<file path="src/rtl/screen_dump_tx.sv">
// -----------------------------------------------------------------------------
// screen_dump_tx
// Walks a text-mode tile RAM in row-major order and streams every character
// into a UART TX FIFO, terminating each row with CR/LF. One start pulse dumps
// the whole screen; done_tick marks the end of the dump.
//
// Timing per character: READ presents the address, LATCH captures the RAM
// output one clock later, SEND waits for FIFO space and writes the byte.
// A write strobe is never issued two cycles in a row, so back-to-back byte
// states (SEND->CR, CR->LF) insert one idle cycle between writes.
// -----------------------------------------------------------------------------
module screen_dump_tx #(
   parameter int COLS       = 80,
   parameter int ROWS       = 30,
   parameter int ADDR_WIDTH = 12
) (
   input  logic                  clk,
   input  logic                  rst,
   input  logic                  start,
   output logic [ADDR_WIDTH-1:0] rd_addr,
   input  logic [6:0]            rd_data,
   input  logic                  tx_full,
   output logic                  wr_uart,
   output logic [7:0]            wr_data,
   output logic                  busy,
   output logic                  done_tick
);

   // Address layout is {row, col} with a fixed 7-bit column field.
   localparam int COL_W = 7;
   localparam int ROW_W = ADDR_WIDTH - COL_W;

   localparam logic [COL_W-1:0] LAST_COL = COL_W'(COLS - 1);
   localparam logic [ROW_W-1:0] LAST_ROW = ROW_W'(ROWS - 1);

   localparam logic [7:0] CHAR_SPACE = 8'h20;
   localparam logic [7:0] CHAR_CR    = 8'h0D;
   localparam logic [7:0] CHAR_LF    = 8'h0A;

   typedef enum logic [2:0] {
      IDLE,
      READ,
      LATCH,
      SEND,
      CR,
      LF,
      DONE
   } state_t;

   state_t           state;
   state_t           state_n;
   logic [ROW_W-1:0] row;
   logic [ROW_W-1:0] row_n;
   logic [COL_W-1:0] col;
   logic [COL_W-1:0] col_n;
   logic [6:0]       char_q;
   logic             last_wr;
   logic             wr_state;
   logic             wr_fire;

   // A byte state may write only when the FIFO has room and the previous
   // cycle did not already write; every state advance out of a byte state
   // is gated by this same signal, so no byte is skipped or repeated.
   assign wr_state = (state == SEND) || (state == CR) || (state == LF);
   assign wr_fire  = wr_state && !tx_full && !last_wr;

   // State register.
   // NOTE: sequential state is assigned with <= so every flop samples the
   // values from before the edge, independent of statement order.
   always_ff @(posedge clk or posedge rst) begin
      if (rst) begin
         state <= IDLE;
      end else begin
         state <= state_n;
      end
   end

   // Counters, read address, captured character and write-spacing flag.
   always_ff @(posedge clk or posedge rst) begin
      if (rst) begin
         row     <= '0;
         col     <= '0;
         char_q  <= '0;
         rd_addr <= '0;
         last_wr <= 1'b0;
      end else begin
         row     <= row_n;
         col     <= col_n;
         last_wr <= wr_fire;
         // The address moves only on entry to READ and is then held until
         // the next character is needed.
         if ((state_n == READ) && (state != READ)) begin
            rd_addr <= {row_n, col_n};
         end
         // RAM output is valid in LATCH, one clock after the address moved.
         if (state == LATCH) begin
            char_q <= rd_data;
         end
      end
   end

   // Next-state and counter update logic.
   always_comb begin
      // NOTE: every combinational output gets a default first so no path
      // through the case statement leaves a value unassigned (no latches).
      state_n = state;
      row_n   = row;
      col_n   = col;

      unique case (state)
         IDLE: begin
            if (start) begin
               row_n   = '0;
               col_n   = '0;
               state_n = READ;
            end
         end

         READ: begin
            state_n = LATCH;
         end

         LATCH: begin
            state_n = SEND;
         end

         SEND: begin
            if (wr_fire) begin
               if (col == LAST_COL) begin
                  state_n = CR;
               end else begin
                  col_n   = col + COL_W'(1);
                  state_n = READ;
               end
            end
         end

         CR: begin
            if (wr_fire) begin
               state_n = LF;
            end
         end

         LF: begin
            if (wr_fire) begin
               if (row == LAST_ROW) begin
                  state_n = DONE;
               end else begin
                  row_n   = row + ROW_W'(1);
                  col_n   = '0;
                  state_n = READ;
               end
            end
         end

         DONE: begin
            state_n = IDLE;
         end

         default: begin
            state_n = IDLE;
         end
      endcase
   end

   // Output decode: write strobe, byte value, busy and completion pulse.
   always_comb begin
      wr_uart   = wr_fire;
      wr_data   = 8'h00;
      busy      = (state != IDLE);
      done_tick = (state == DONE);

      unique case (state)
         SEND: begin
            // Printable ASCII passes through; control codes and DEL become
            // a space so the terminal never sees stray escape bytes.
            if ((char_q >= 7'h20) && (char_q <= 7'h7E)) begin
               wr_data = {1'b0, char_q};
            end else begin
               wr_data = CHAR_SPACE;
            end
         end
         CR: begin
            wr_data = CHAR_CR;
         end
         LF: begin
            wr_data = CHAR_LF;
         end
         default: begin
            wr_data = 8'h00;
         end
      endcase
   end

endmodule

</file>
<file path="config.mk">
export PLATFORM = sky130hd
export DESIGN_NAME = screen_dump_tx
export DESIGN_NICKNAME = d
export VERILOG_FILES = /design/src/rtl/screen_dump_tx.sv
export SDC_FILE = /design/constraint.sdc
export NUM_CORES = 1
export LEC_CHECK = 0
export ABC_AREA = 1
export CAP_MARGIN = 40
export CORE_MARGIN = 2
export CORE_UTILIZATION = 55
export CTS_BUF_LIST = sky130_fd_sc_hd__clkbuf_8
export DETAILED_ROUTE_END_ITERATION = 8
export DONT_BUFFER_PORTS = 1
export PLACE_DENSITY = 0.74
export SKIP_CTS_REPAIR_TIMING = 1
export SLEW_MARGIN = 20
export SYNTH_ARGS = -nofsm -noshare
export SYNTH_HDL_FRONTEND = slang
export SYNTH_SLANG_ARGS = --single-unit
</file>
<file path="constraint.sdc">
create_clock -name clk -period 3.3 [get_ports clk]
set_input_delay 0.33 -clock clk [delete_from_list [all_inputs] [get_ports clk]]
set_output_delay 0.33 -clock clk [all_outputs]
set_load 0.1 [all_outputs]
</file>
* Word-level counts from Yosys, hierarchy flattened
Cells that the tools add are included.
** Word-level totals
- Bits in latches :: 0
- Memories kept :: 0
- Word-level logic and storage cells :: 49
- Bits in registers :: 35
- Memory bits (writable) :: 0
- Output and inout port bits :: 23
- ROM bits :: 0
** Operators by class
- Add/sub/neg operators :: 2
- Eq/ne operators :: 10
- Reductions and logical operators :: 10
- Bitwise operators :: 0
- $mul :: 0
- Shifts and indexed selects :: 0
- Divide/modulo/power cells :: 0
- Muxes and demuxes :: 19
- $lt $le $gt $ge :: 2
** Operator list (count)
- 2-to-1 mux 7 bit :: 6
- case mux 8 bit (3 select lines) :: 1
- case mux 7 bit (3 select lines) :: 1
- 2-to-1 mux 3 bit :: 6
- case mux 3 bit (6 select lines) :: 1
- 2-to-1 mux 5 bit :: 3
- case mux 5 bit (2 select lines) :: 1
- equality test 3 bit, second input constant :: 3
- adder 7 x 1 -> 7 bit, second input constant :: 1
- equality test 7 bit, second input constant :: 1
- greater-or-equal comparator 7 x 6 -> 1 bit, second input constant :: 1
- less-or-equal comparator 7 bit, second input constant :: 1
- equality test 3 x 1 -> 1 bit, second input constant :: 2
- equality test 3 x 2 -> 1 bit, second input constant :: 2
- adder 5 x 1 -> 5 bit, second input constant :: 1
- equality test 5 bit, second input constant :: 1
- logical AND 1 bit :: 4
- zero test 3 bit :: 1
- != test 3 x 1 -> 1 bit, second input constant :: 1
- nonzero test 3 bit :: 1
- zero test 1 bit :: 2
- logical OR 1 bit :: 2

* Depth between registers and ports, before layout
Gate-level depths: netlist of the first run.
- Depth after elaboration :: 9
- Mapped depth :: 13

* Least setup slack after synthesis of the first run
OpenSTA, ideal clock, no wires.
- Path kind :: register to output
- From :: reg state[2]
- To :: out wr_data[6]
- Data required time :: 2.970 ns
- Setup slack :: 0.226 ns
- Stages on the path, launching flop included :: 4
- Arrival :: 2.744 ns
- Buffers on the path :: 0
- Path through :: dfrtp_1 > inv_1 > nand3_4 > nor3_1
** On the way
- Cells in the longest elaborated chain, start to end :: 2
- Elaborated cells between the ends (all ways) :: 4
- Those cells by class :: 3 x eq/ne; 1 x mux
** RTL lines
- from (decl) :: line 50 : state_t state;
- from (signal assigned) :: line 74 : state <= state_n;
- equality test 3 bit / equality test 3 x 2 -> 1 bit (equally long branches) :: line 173 : unique case (state)
- case mux 8 bit (3 select lines) (*) :: line 173
- to (decl) :: line 24 : output logic [7:0] wr_data,
Every way passes the cells marked *; elsewhere a longest branch is shown, timed or not.

* Final worst setup path of the first run
- From :: reg state[0]
- To :: reg rd_addr[8]
** On the way
- Cells in the longest elaborated chain, start to end :: 9
- Elaborated cells between the ends (all ways) :: 20
- Those cells by class :: 7 x eq/ne; 7 x mux; 6 x reduce/logical
** RTL lines
- equality test 3 x 2 -> 1 bit / equality test 3 bit (equally long branches) :: line 64, 110
- logical OR 1 bit (2 in a row) :: line 64 : assign wr_state = (state == SEND) || (state == CR) || (state == LF);
- logical AND 1 bit (2 in a row) :: line 65 : assign wr_fire = wr_state && !tx_full && !last_wr;
- 2-to-1 mux 3 bit, on equally long branches :: line 145, 128, 139
- case mux 3 bit (6 select lines) :: line 110 : unique case (state)
- equality test 3 x 1 -> 1 bit :: line 92 : if ((state_n == READ) && (state != READ)) begin
- logical AND 1 bit :: line 92
- to (signal assigned) :: line 93 : rd_addr <= {row_n, col_n};
- to (decl) :: line 20 : output logic [ADDR_WIDTH-1:0] rd_addr,
Several ways; a longest one is shown, not always the timed one.
A chain may end at the register's enable or synchronous reset.

==> results by group, run 1 <==
Status
  – Status: finished clean

Setup path
  – Worst setup path category: flop to flop
  – Max FO, Critical Path: 12
  – CP Launch Type: flop
  – CP required: ~3.5 ns
  – Critical path capture point type: flop
  – Critical Path AT: 2.46 ns

Power
  – P_sw: 1250 uW
  – PwrDens: 919 nW/um2
  – P_leak: 0.00129 uW
  – Comb power frac: 59.2%
  – P_int: 1090 uW
  – Worst vdd ir: 0.505 mV
  – Total power: 2340 uW
  – Clock power share: 12.6%
  – Switching Fraction: 53.3%
  – Reg power frac: 28.2%

Placed design
  – PortBufs: 0
  – Cell Area, Placed: 2460 um2
  – RePlAce Congestion: 0.885
  – DP HPWL: roughly 3.6 mm

Synthesis
  – Yosys cell types: 29
  – Synth Area per Inst: just under 8 um2
  – Top-area cell type share of the netlist area: 45.3%
  – Top_reg_cell synth: dfrtp_1
  – Area contributors post-synth: dfrtp_1 (45%), nand2_1 (17%), nand3_1 (8.0%)
  – Flops & latches, synth: 35
  – Synth warn: 0
  – Post-synth EDFFs: 0
  – Post-Syn Instances: 251
  – Cell area after synthesis: 1930 um2
  – Area leader, netlist: dfrtp_1
  – Async S/R FF share, synth: between 90% and 100%
  – Synthesized Nets: 265
  – Register area share after synthesis: 45.3%

Floorplanning
  – Top Ports: 34
  – Core Box Area: 3360 um2
  – Starting Density: 57.5%
  – DIE AREA: 4010 um2
  – Die H: 63.3 um
  – Die Wd: between 60 and 70 um
  – Row cnt: 21

STA
  – Relative slew margins: 39.9%
  – Setup Viol. Count Final: 0
  – Hold slack: 0.0228 ns
  – Setup repair after global routing missed its margin: no
  – Final TNS setup: 0 ns
  – Max-slew violations: 0
  – Setup Skew: 0.00685 ns
  – Max Freq: 440 MHz
  – Period utilization: between 60% and 70%
  – Final Hold Vio Count: 0
  – Slew @ Worst Pin: 0.901 ns
  – Tmin final: 2.27 ns

Cells and area
  – Antenna fix cells: 0
  – Area of the multi-input gates: 945 um2
  – P&R area growth vs syn: 31.6%
  – Final #Nets: 300
  – Register area: 876 um2
  – Finished Cell Area: about 2500 um2
  – Fillers: 257
  – Fraction of layout cells with a size suffix above 1: 17.4%

Global route
  – First-pass GRT wire length: between 8 and 9 mm
  – Number of global-route vias before repair: between 1500 and 2000
  – Initial antenna violation count: 0
  – Total GRT Usage: 26.2%
  – Largest net degree at the start of global routing: 36
  – Total congestion overflow: 0

Drt
  – Antenna Nets Post-Route: 0
  – Via density: roughly 5.4
  – DRC: 0
  – DR vias: 1814
  – Initial DRT Pass Iterations: 5
  – Initial DRC Count: 167
  – WL final: between 4 and 5 mm
  – Wl on met1: about 2 mm
  – Uppermost layer routed: met4
  – Met3 WL post-DR: 324 um
  – Wire length on met2: 2.32 mm
  – Routed len/inst: 14.4 um

Clocking
  – Clock Sinks: 35
  – Clk root buf: clkbuf_8
  – CTS tree: done
  – TritonCTS Buffers: 5
  – Clock buffer depth: 2
  – Worst-path clk slew: 0.07 ns
  – H-tree levels: 2
  – Worst-Skew Late Latency: 0.29 ns

Hold path
  – HP Class: input pin to async pin

Flow run
  – Total of max-cap violations: 0
[cell usage after synthesis, types with 2 or more instances]
master and instances:
xor2_1 3, nor3_1 2, inv_1 23, o21ai_0 10
nand4_1 4, or2_2 3, nand2_1 88, ha_1 3
mux2_2 5, a21oi_1 4, buf_2 2, dfrtp_1 35
nand2_2 2, nand3_1 31, o21ai_1 2, nor2_2 3
nor2_1 16, buf_4 2, o211ai_1 3
[per-stage QoR]
stage / cells / util, % / setup WS, ns
finish: 333 / 75.7 / 1.03
global route: 333 / 75.7 / 0.792
CTS: 332 / 75.6 / 1.03
detailed placement: 324 / 73.1 / 1.06
global placement: 298 / 61.1 / 1.09
floorplan: 251 / - / 0.226
[worst paths after layout]
check	startpoint	end	slack, ns	depth (start not counted)
hold / removal	rst	row[4]$_DFF_PP0_	0.02	2
setup / recovery	state[0]$_DFF_PP0_	rd_addr[8]$_DFFE_PP0P_	1.03	9
max in group asynchronous	rst	char_q[3]$_DFFE_PP0P_	2.97	2
hold reg to reg	char_q[3]$_DFFE_PP0P_	char_q[3]$_DFFE_PP0P_	0.54	1
min in group clk	rd_data[1]	char_q[1]$_DFFE_PP0P_	0.19	1
setup reg to reg	state[0]$_DFF_PP0_	rd_addr[8]$_DFFE_PP0P_	1.03	9
[power groups by stage]
stage          clock, uW  sequential (uW)  combinational, uW
3_3_place_gp           0              790               1020
2_1_floorplan          0              755                888
5_1_grt              315              674               1480
4_1_cts              297              657               1380
3_5_place_dp           0              663               1380
6_report             294              659               1390
[critical path, cell delays in order, from the launching register on]
cell and delay [ns]:
dfrtp_1 0.47, nor2_1 0.21, nand2_1 0.07, buf_4 0.25
nand3_1 0.25, nand3_2 0.12, nor2_2 0.39, inv_2 0.21
nand2_1 0.13, nand2_1 0.06
[cell usage in the layout, fill, tap and decap left out, drive strengths merged]
cell type	count
clkbuf	8
nand2	91
dfrtp	35
clkinv	1
a21oi	5
nand4	4
o2111ai	1
buf	31
ha	3
mux2	5
xor2	3
nand3b	1
nor2	19
o211ai	3
or2	3
conb	1
o21ai	12
nand3	33
inv	26
nor3	2
[layout make-up]
class	count	area share (%)
flip-flops and latches	35	34.4
multi-input cells	186	37.1
clock buffers	5	2.70
clock inverters	3	0.492
repair buffers	34	19.5
inverters	24	3.54
well taps	46	2.26
[metal layers]
| layer | up-vias | global-route usage, % |
|---|---|---|
| li1 | 869 | - |
| met2 | 67 | 42.2 |
| met1 | 863 | 34.2 |
| met5 | - | 0 |
| met3 | 15 | 4.82 |
| met4 | 0 | 12.8 |
[kinds of logic (layout without fill, tap and decap cells)]
logic type,Yosys count,after routing,share of synthesized area [%]
compound gates,21,21,6.60
xor+xnor,3,3,1.36
fa+ha+maj,3,3,1.94
buf+inv,30,66,6.73
flops,35,35,45.3
mux,5,5,2.91
other cells,1,1,0.194
simple gates,153,153,35.0
[state kept, by name (all words and copies together), names as in the netlist]
name     count
rd_addr     12
char_q       7
col          7
row          5
last_wr      1
state        3
(Power assumes the default switching activity.)
==> run 2, diff against run 1 <==
Settings changed: PLACE_DENSITY 0.74 to 0.77.
Clock period 3.3 ns to 1.9 ns, I/O delays scaled along.
==> run 2 against run 1 <==
Compared with the run above: routed wire length is 6.0% lower; sequential power is 68% higher; non-clock buffer count is 2 lower; critical path depth is 2 lower; sequential share of layout area is 1.7 points higher; flip-flop and latch count stayed put; cell area is 4.3% lower; hold slack better by 0.020 ns; global-route usage is 1.2 points lower; combinational power is 81% higher; final cell count is 0.60% lower; largest cell class unchanged; largest power group unchanged.
==> results by group, run 2 (same netlist as run 1, synthesis figures left out) <==
STA
  – Setup Skew: 0.00638 ns
  – Tmin final: 1.83 ns
  – Setup slack after layout: 0.0730 ns
  – Max-slew violations: 0
  – Setup repair after global routing missed its margin: yes
  – Hold slack: 0.0426 ns
  – Setup Viol. Count Final: 0
  – Max Freq: 547 MHz
  – Period utilization: around 96%
  – Final Hold Vio Count: 0

Cells and area
  – Commonest non-fill, non-tap cell in the layout: nand2_1
  – Final #Nets: 298
  – Fraction of layout cells with a size suffix above 1: about a quarter
  – Fillers: 279
  – Most frequent cells in the layout: nand2_1 (82), dfrtp_1 (32), nand3_1 (31)
  – Utilization after layout: 72.4%
  – Antenna fix cells: 0
  – Max FFs per register: 12
  – Biggest regs: rd_addr: 12 flops, char_q: 7 flops, col: 7 flops
  – P&R area growth vs syn: 25.9%
  – Finished Cell Area: roughly 2400 um2
  – Reg with most FFs: rd_addr

Placed design
  – RePlAce Congestion: between 0.8 and 0.9
  – Cell Area, Placed: 2290 um2
  – PortBufs: 0
  – Pre-CTS WS: 0.164 ns
  – DP HPWL: roughly 3.3 mm

Power
  – Switching Fraction: 52.3%
  – Comb power frac: 59.8%
  – Worst vdd ir: 0.992 mV
  – P_int: 2010 uW
  – P_sw: 2200 uW
  – Total power: around 4200 uW
  – PwrDens: 1730 nW/um2
  – Clock power share: between 10% and 20%
  – Reg power frac: 26.4%
  – P_leak: 0.00126 uW

Floorplanning
  – DIE AREA: 4010 um2
  – Core Box Area: ~3400 um2
  – Row cnt: 21
  – Top Ports: 34
  – Starting Density: 57.5%
  – Die Wd: 63.3 um
  – Die H: 63.3 um

Drt
  – Antenna Nets Post-Route: 0
  – Via density: around 5.4
  – DRC: 0
  – Initial DRT Pass Iterations: 4
  – Initial DRC Count: approximately 160
  – WL final: 4.49 mm
  – DR vias: 1781
  – Routed len/inst: 13.6 um

Global route
  – Total congestion overflow: 0
  – First-pass GRT wire length: 7.70 mm
  – Total GRT Usage: about 25%
  – Largest net degree at the start of global routing: 36
  – Number of global-route vias before repair: approximately 1700
  – Initial antenna violation count: 0

Clocking
  – CTS tree: done
  – Worst-Skew Late Latency: 0.29 ns
  – H-tree levels: 2
  – Clk root buf: clkbuf_8
  – Clock buffer depth: 2
  – TritonCTS Buffers: 5
  – Clock Sinks: 35
  – Worst-path clk slew: 0.07 ns

Setup path
  – CP startpoint: state[1]$_DFF_PP0_
  – Critical R2R Launch: row[0]$_DFF_PP0_
  – Top Family by Delay on Critical Path: buffers and inverters
  – Worst path cell trace: buf_4 > nand3_4 > buf_4 > inv_2 > nand3_1 > nand2_2 > buf_12
  – Worst setup path category: flop to output pin
  – Worst path bufs/invs: 4
  – Crit-path max cell delay: 0.42 ns
  – Slowest CP cell: dfrtp_2
  – Critical Path AT: ~1.6 ns
  – CP required: approximately 1.7 ns
  – Most frequent cell on the critical path: buf_4
  – Critical path capture point type: output pin
  – R2R Setup Slk: 0.11 ns
  – Max FO, Critical Path: 7
  – CP Launch Type: flop

Status
  – Status: finished clean

Hold path
  – Worst hold start: rd_data[3]
  – HP Class: input pin to flop

Flow run
  – Total of max-cap violations: 0
-- run 2: power by group through the flow --
stage / Sequential (uW) / Clock, uW / Combinational, uW
after CTS: 1100 / 591 / 2460
final: 1110 / 583 / 2520
after floorplan: 1310 / 0 / 1600
after global routing: 1130 / 637 / 2680
after detailed placement: 1110 / 0 / 2450
after global placement: 1100 / 0 / 2420
-- run 2: cell type report --
cell class              count  area (um2)  share of cell area (%)
clock inverters             1        3.75                   0.154
inverters                  24        92.6                    3.80
flip-flops and latches     35         880                    36.1
clock buffers               7        96.3                    3.95
well taps                  46        57.6                    2.36
multi-input cells         186         986                    40.5
repair buffers             32         320                    13.1
-- run 2: per-stage QoR --
stage,cells,setup TNS [ns]
after floorplan,251,-0.253
after global placement,322,0
after detailed placement,322,0
after CTS,330,-0.134
after global routing,331,-0.0781
final,331,0
-- run 2: path summary, 6_finish.rpt --
path	to	cells past startpoint
max in group asynchronous	col[1]$_DFF_PP0_	3
worst max register to register	col[0]$_DFF_PP0_	10
worst min register to register	rd_addr[2]$_DFFE_PP0P_	2
worst min-delay path	char_q[3]$_DFFE_PP0P_	1
min in group asynchronous	rd_addr[6]$_DFFE_PP0P_	3
worst max-delay path	wr_data[1]	7
-- run 2: routing by layer --
metal	vias to the layer above	share of wire, %	track usage, %
met3	12	5.8	7.32
met5	-	0	0
met1	826	45	33.7
li1	880	-	-
met2	63	47	37.4
met4	0	2.4	11.7
-- run 2: worst reg2reg max path: cells and delay by family, from the launching register on --
kind                     cells  cell delay [ns]
AND/OR/NAND/NOR              6             0.59
buffers and inverters        2             0.35
flip-flops                   1             0.43
AO/OA/AOI/OAI                1             0.08
adder cells (fa/ha/maj)      1             0.22
==> run 3, diff against run 2 <==
Settings changed: CORE_UTILIZATION 55 to 23, CTS_CLUSTER_DIAMETER set to 100, PLACE_DENSITY 0.77 to 0.41, SKIP_LAST_GASP set to 1.
==> run 3 against run 2 <==
Compared with the run above: clock power down 11%; register-to-register slack better by 0.03 ns; maximum frequency up 1.3%; clock-buffer cell count down 2; routed wire length up 11%; global-route usage down 13 points; critical path depth down 2; largest cell class unchanged.
==> results by group, run 3 (same netlist as run 1, synthesis figures left out) <==
Global route
  – Total congestion overflow: 0
  – First-pass GRT wire length: 8.55 mm
  – Largest net degree at the start of global routing: 36
  – Total GRT Usage: about an eighth
  – Number of global-route vias before repair: 1758
  – Initial antenna violation count: 0

Setup path
  – R2R Setup Slk: 0.14 ns
  – Critical R2R Launch: state[1]$_DFF_PP0_
  – Slowest CP cell: dfrtp_2
  – CP required: 1.71 ns
  – Critical path capture point type: output pin
  – Critical Path AT: 1.61 ns
  – Crit-path max cell delay: roughly 0.46 ns
  – Max FO, Critical Path: 7
  – Worst path cell trace: inv_1 > nand2_1 > a21oi_4 > buf_4 > buf_6
  – Setup crit end: wr_uart
  – CP Launch Type: flop
  – Worst setup path category: flop to output pin
  – R2R depth: 8
  – RR Endpoint: rd_addr[10]$_DFFE_PP0P_
  – CP startpoint: state[1]$_DFF_PP0_

Hold path
  – Cells on Worst Hold Path: 1
  – HP Class: input pin to flop

Floorplanning
  – DIE AREA: 9160 um2
  – Row cnt: 33
  – Die H: 95.7 um
  – Die Wd: approximately 96 um
  – Top Ports: 34
  – Core Box Area: a little over 8000 um2
  – Starting Density: 23.7%

STA
  – Setup Skew: 0.00448 ns
  – Tmin final: 1.80 ns
  – Setup repair after global routing missed its margin: no
  – Period utilization: 94.9%
  – Max-slew violations: 0
  – Max Freq: roughly 550 MHz
  – Setup Viol. Count Final: 0
  – Final Hold Vio Count: 0

Clocking
  – Clock buffer depth: 2
  – Clock Sinks: 35
  – Worst-path clk slew: 0.07 ns
  – H-tree levels: 2
  – TritonCTS Buffers: 5
  – Worst-Skew Late Latency: slightly below 0.3 ns
  – CTS tree: done
  – Clk root buf: clkbuf_8

Cells and area
  – Biggest regs: rd_addr: 12 flops, char_q: 7 flops, col: 7 flops
  – Finished Cell Area: 2540 um2
  – Most frequent cells in the layout: nand2_1 (83), dfrtp_1 (33), nand3_1 (31)
  – Utilization after layout: 31.1%
  – Post-Layout Cell Count: between 300 and 400
  – Max FFs per register: 12
  – Reg with most FFs: rd_addr
  – P&R area growth vs syn: 31.3%
  – Final #Nets: 304
  – Commonest non-fill, non-tap cell in the layout: nand2_1
  – Fraction of layout cells with a size suffix above 1: 26.8%
  – Antenna fix cells: 0

Drt
  – Initial DRT Pass Iterations: 4
  – Via density: 4.38
  – Antenna Nets Post-Route: 0
  – Routed len/inst: 12.6 um
  – Initial DRC Count: 61
  – DR vias: 1735
  – WL final: 4.99 mm
  – DRC: 0

Placed design
  – PortBufs: 0
  – Placed Instances: 385
  – DP HPWL: 3.75 mm
  – RePlAce Congestion: 0.836
  – Cell Area, Placed: 2400 um2

Flow run
  – Total of max-cap violations: 0

Status
  – Status: finished clean

Power
  – Worst vdd ir: 0.547 mV
  – P_leak: 0.00130 uW
  – Total power: 4230 uW
  – PwrDens: 1670 nW/um2
==> run 3: cell types whose count changed in the layout (fill, tap and decap cells not counted), moves of 2 or more <==
cell      previous run  this run
buf_4               23        30
clkbuf_8             7         5
nor2_1              14        12
nor2_4               0         2
==> run 3: worst min-delay path by stage <==
stage,startpoint,endpoint
after detailed placement,rst,rd_addr[11]$_DFFE_PP0P_
after CTS,rst,rd_addr[11]$_DFFE_PP0P_
after floorplan,start,state[0]$_DFF_PP0_
after global routing,rd_data[1],char_q[1]$_DFFE_PP0P_
final,rd_data[1],char_q[1]$_DFFE_PP0P_
after global placement,rst,rd_addr[9]$_DFFE_PP0P_
==> run 3: final cells by class <==
type,instances,area [um2]
Fill cell,880,5640
Multi-Input combinational cell,186,998
Sequential cell,35,878
Timing Repair Buffer,38,358
Tap cell,105,131
Inverter,24,92.6
Clock buffer,5,68.8
Clock inverter,3,12.5
==> run 3: where the power goes <==
group | switching (uW) | total (uW) | leakage [uW] | internal, uW
Clock | 271 | 517 | 0.0000505 | 247
Sequential | 184 | 1110 | 0.000457 | 930
Combinational | 1790 | 2600 | 0.000788 | 810
==> run 3: critical path, delay by kind of cell, from the launching register on <==
family	cells	cell delay, ns
and+or+nand+nor	1	0.16
DFF	1	0.46
AOI/OAI and AO/OA	1	0.22
buffers and inverters	3	0.49
==> run 3: metrics by stage <==
| step | hold slack [ns] | worst slack [ns] | TNS, ns |
|---|---|---|---|
| 5_1_grt | 0.0270 | 0.000648 | 0 |
| 4_1_cts | -0.0880 | -0.0502 | -0.0502 |
| 3_3_place_gp | 0.225 | 0.0433 | 0 |
| 2_1_floorplan | 0.328 | -0.190 | -0.253 |
| 3_5_place_dp | 0.227 | 0.0886 | 0 |
| 6_report | 0.0490 | 0.0962 | 0 |
==> run 3: routing by layer <==
| layer | global-route usage, % | routed length [um] | vias to the layer above |
|---|---|---|---|
| li1 | - | - | 885 |
| met1 | 15.7 | 2320 | 807 |
| met2 | 19.6 | 2360 | 39 |
| met3 | 3.37 | 244 | 4 |
| met4 | 4.17 | 57 | 0 |
| met5 | 0 | 0 | - |
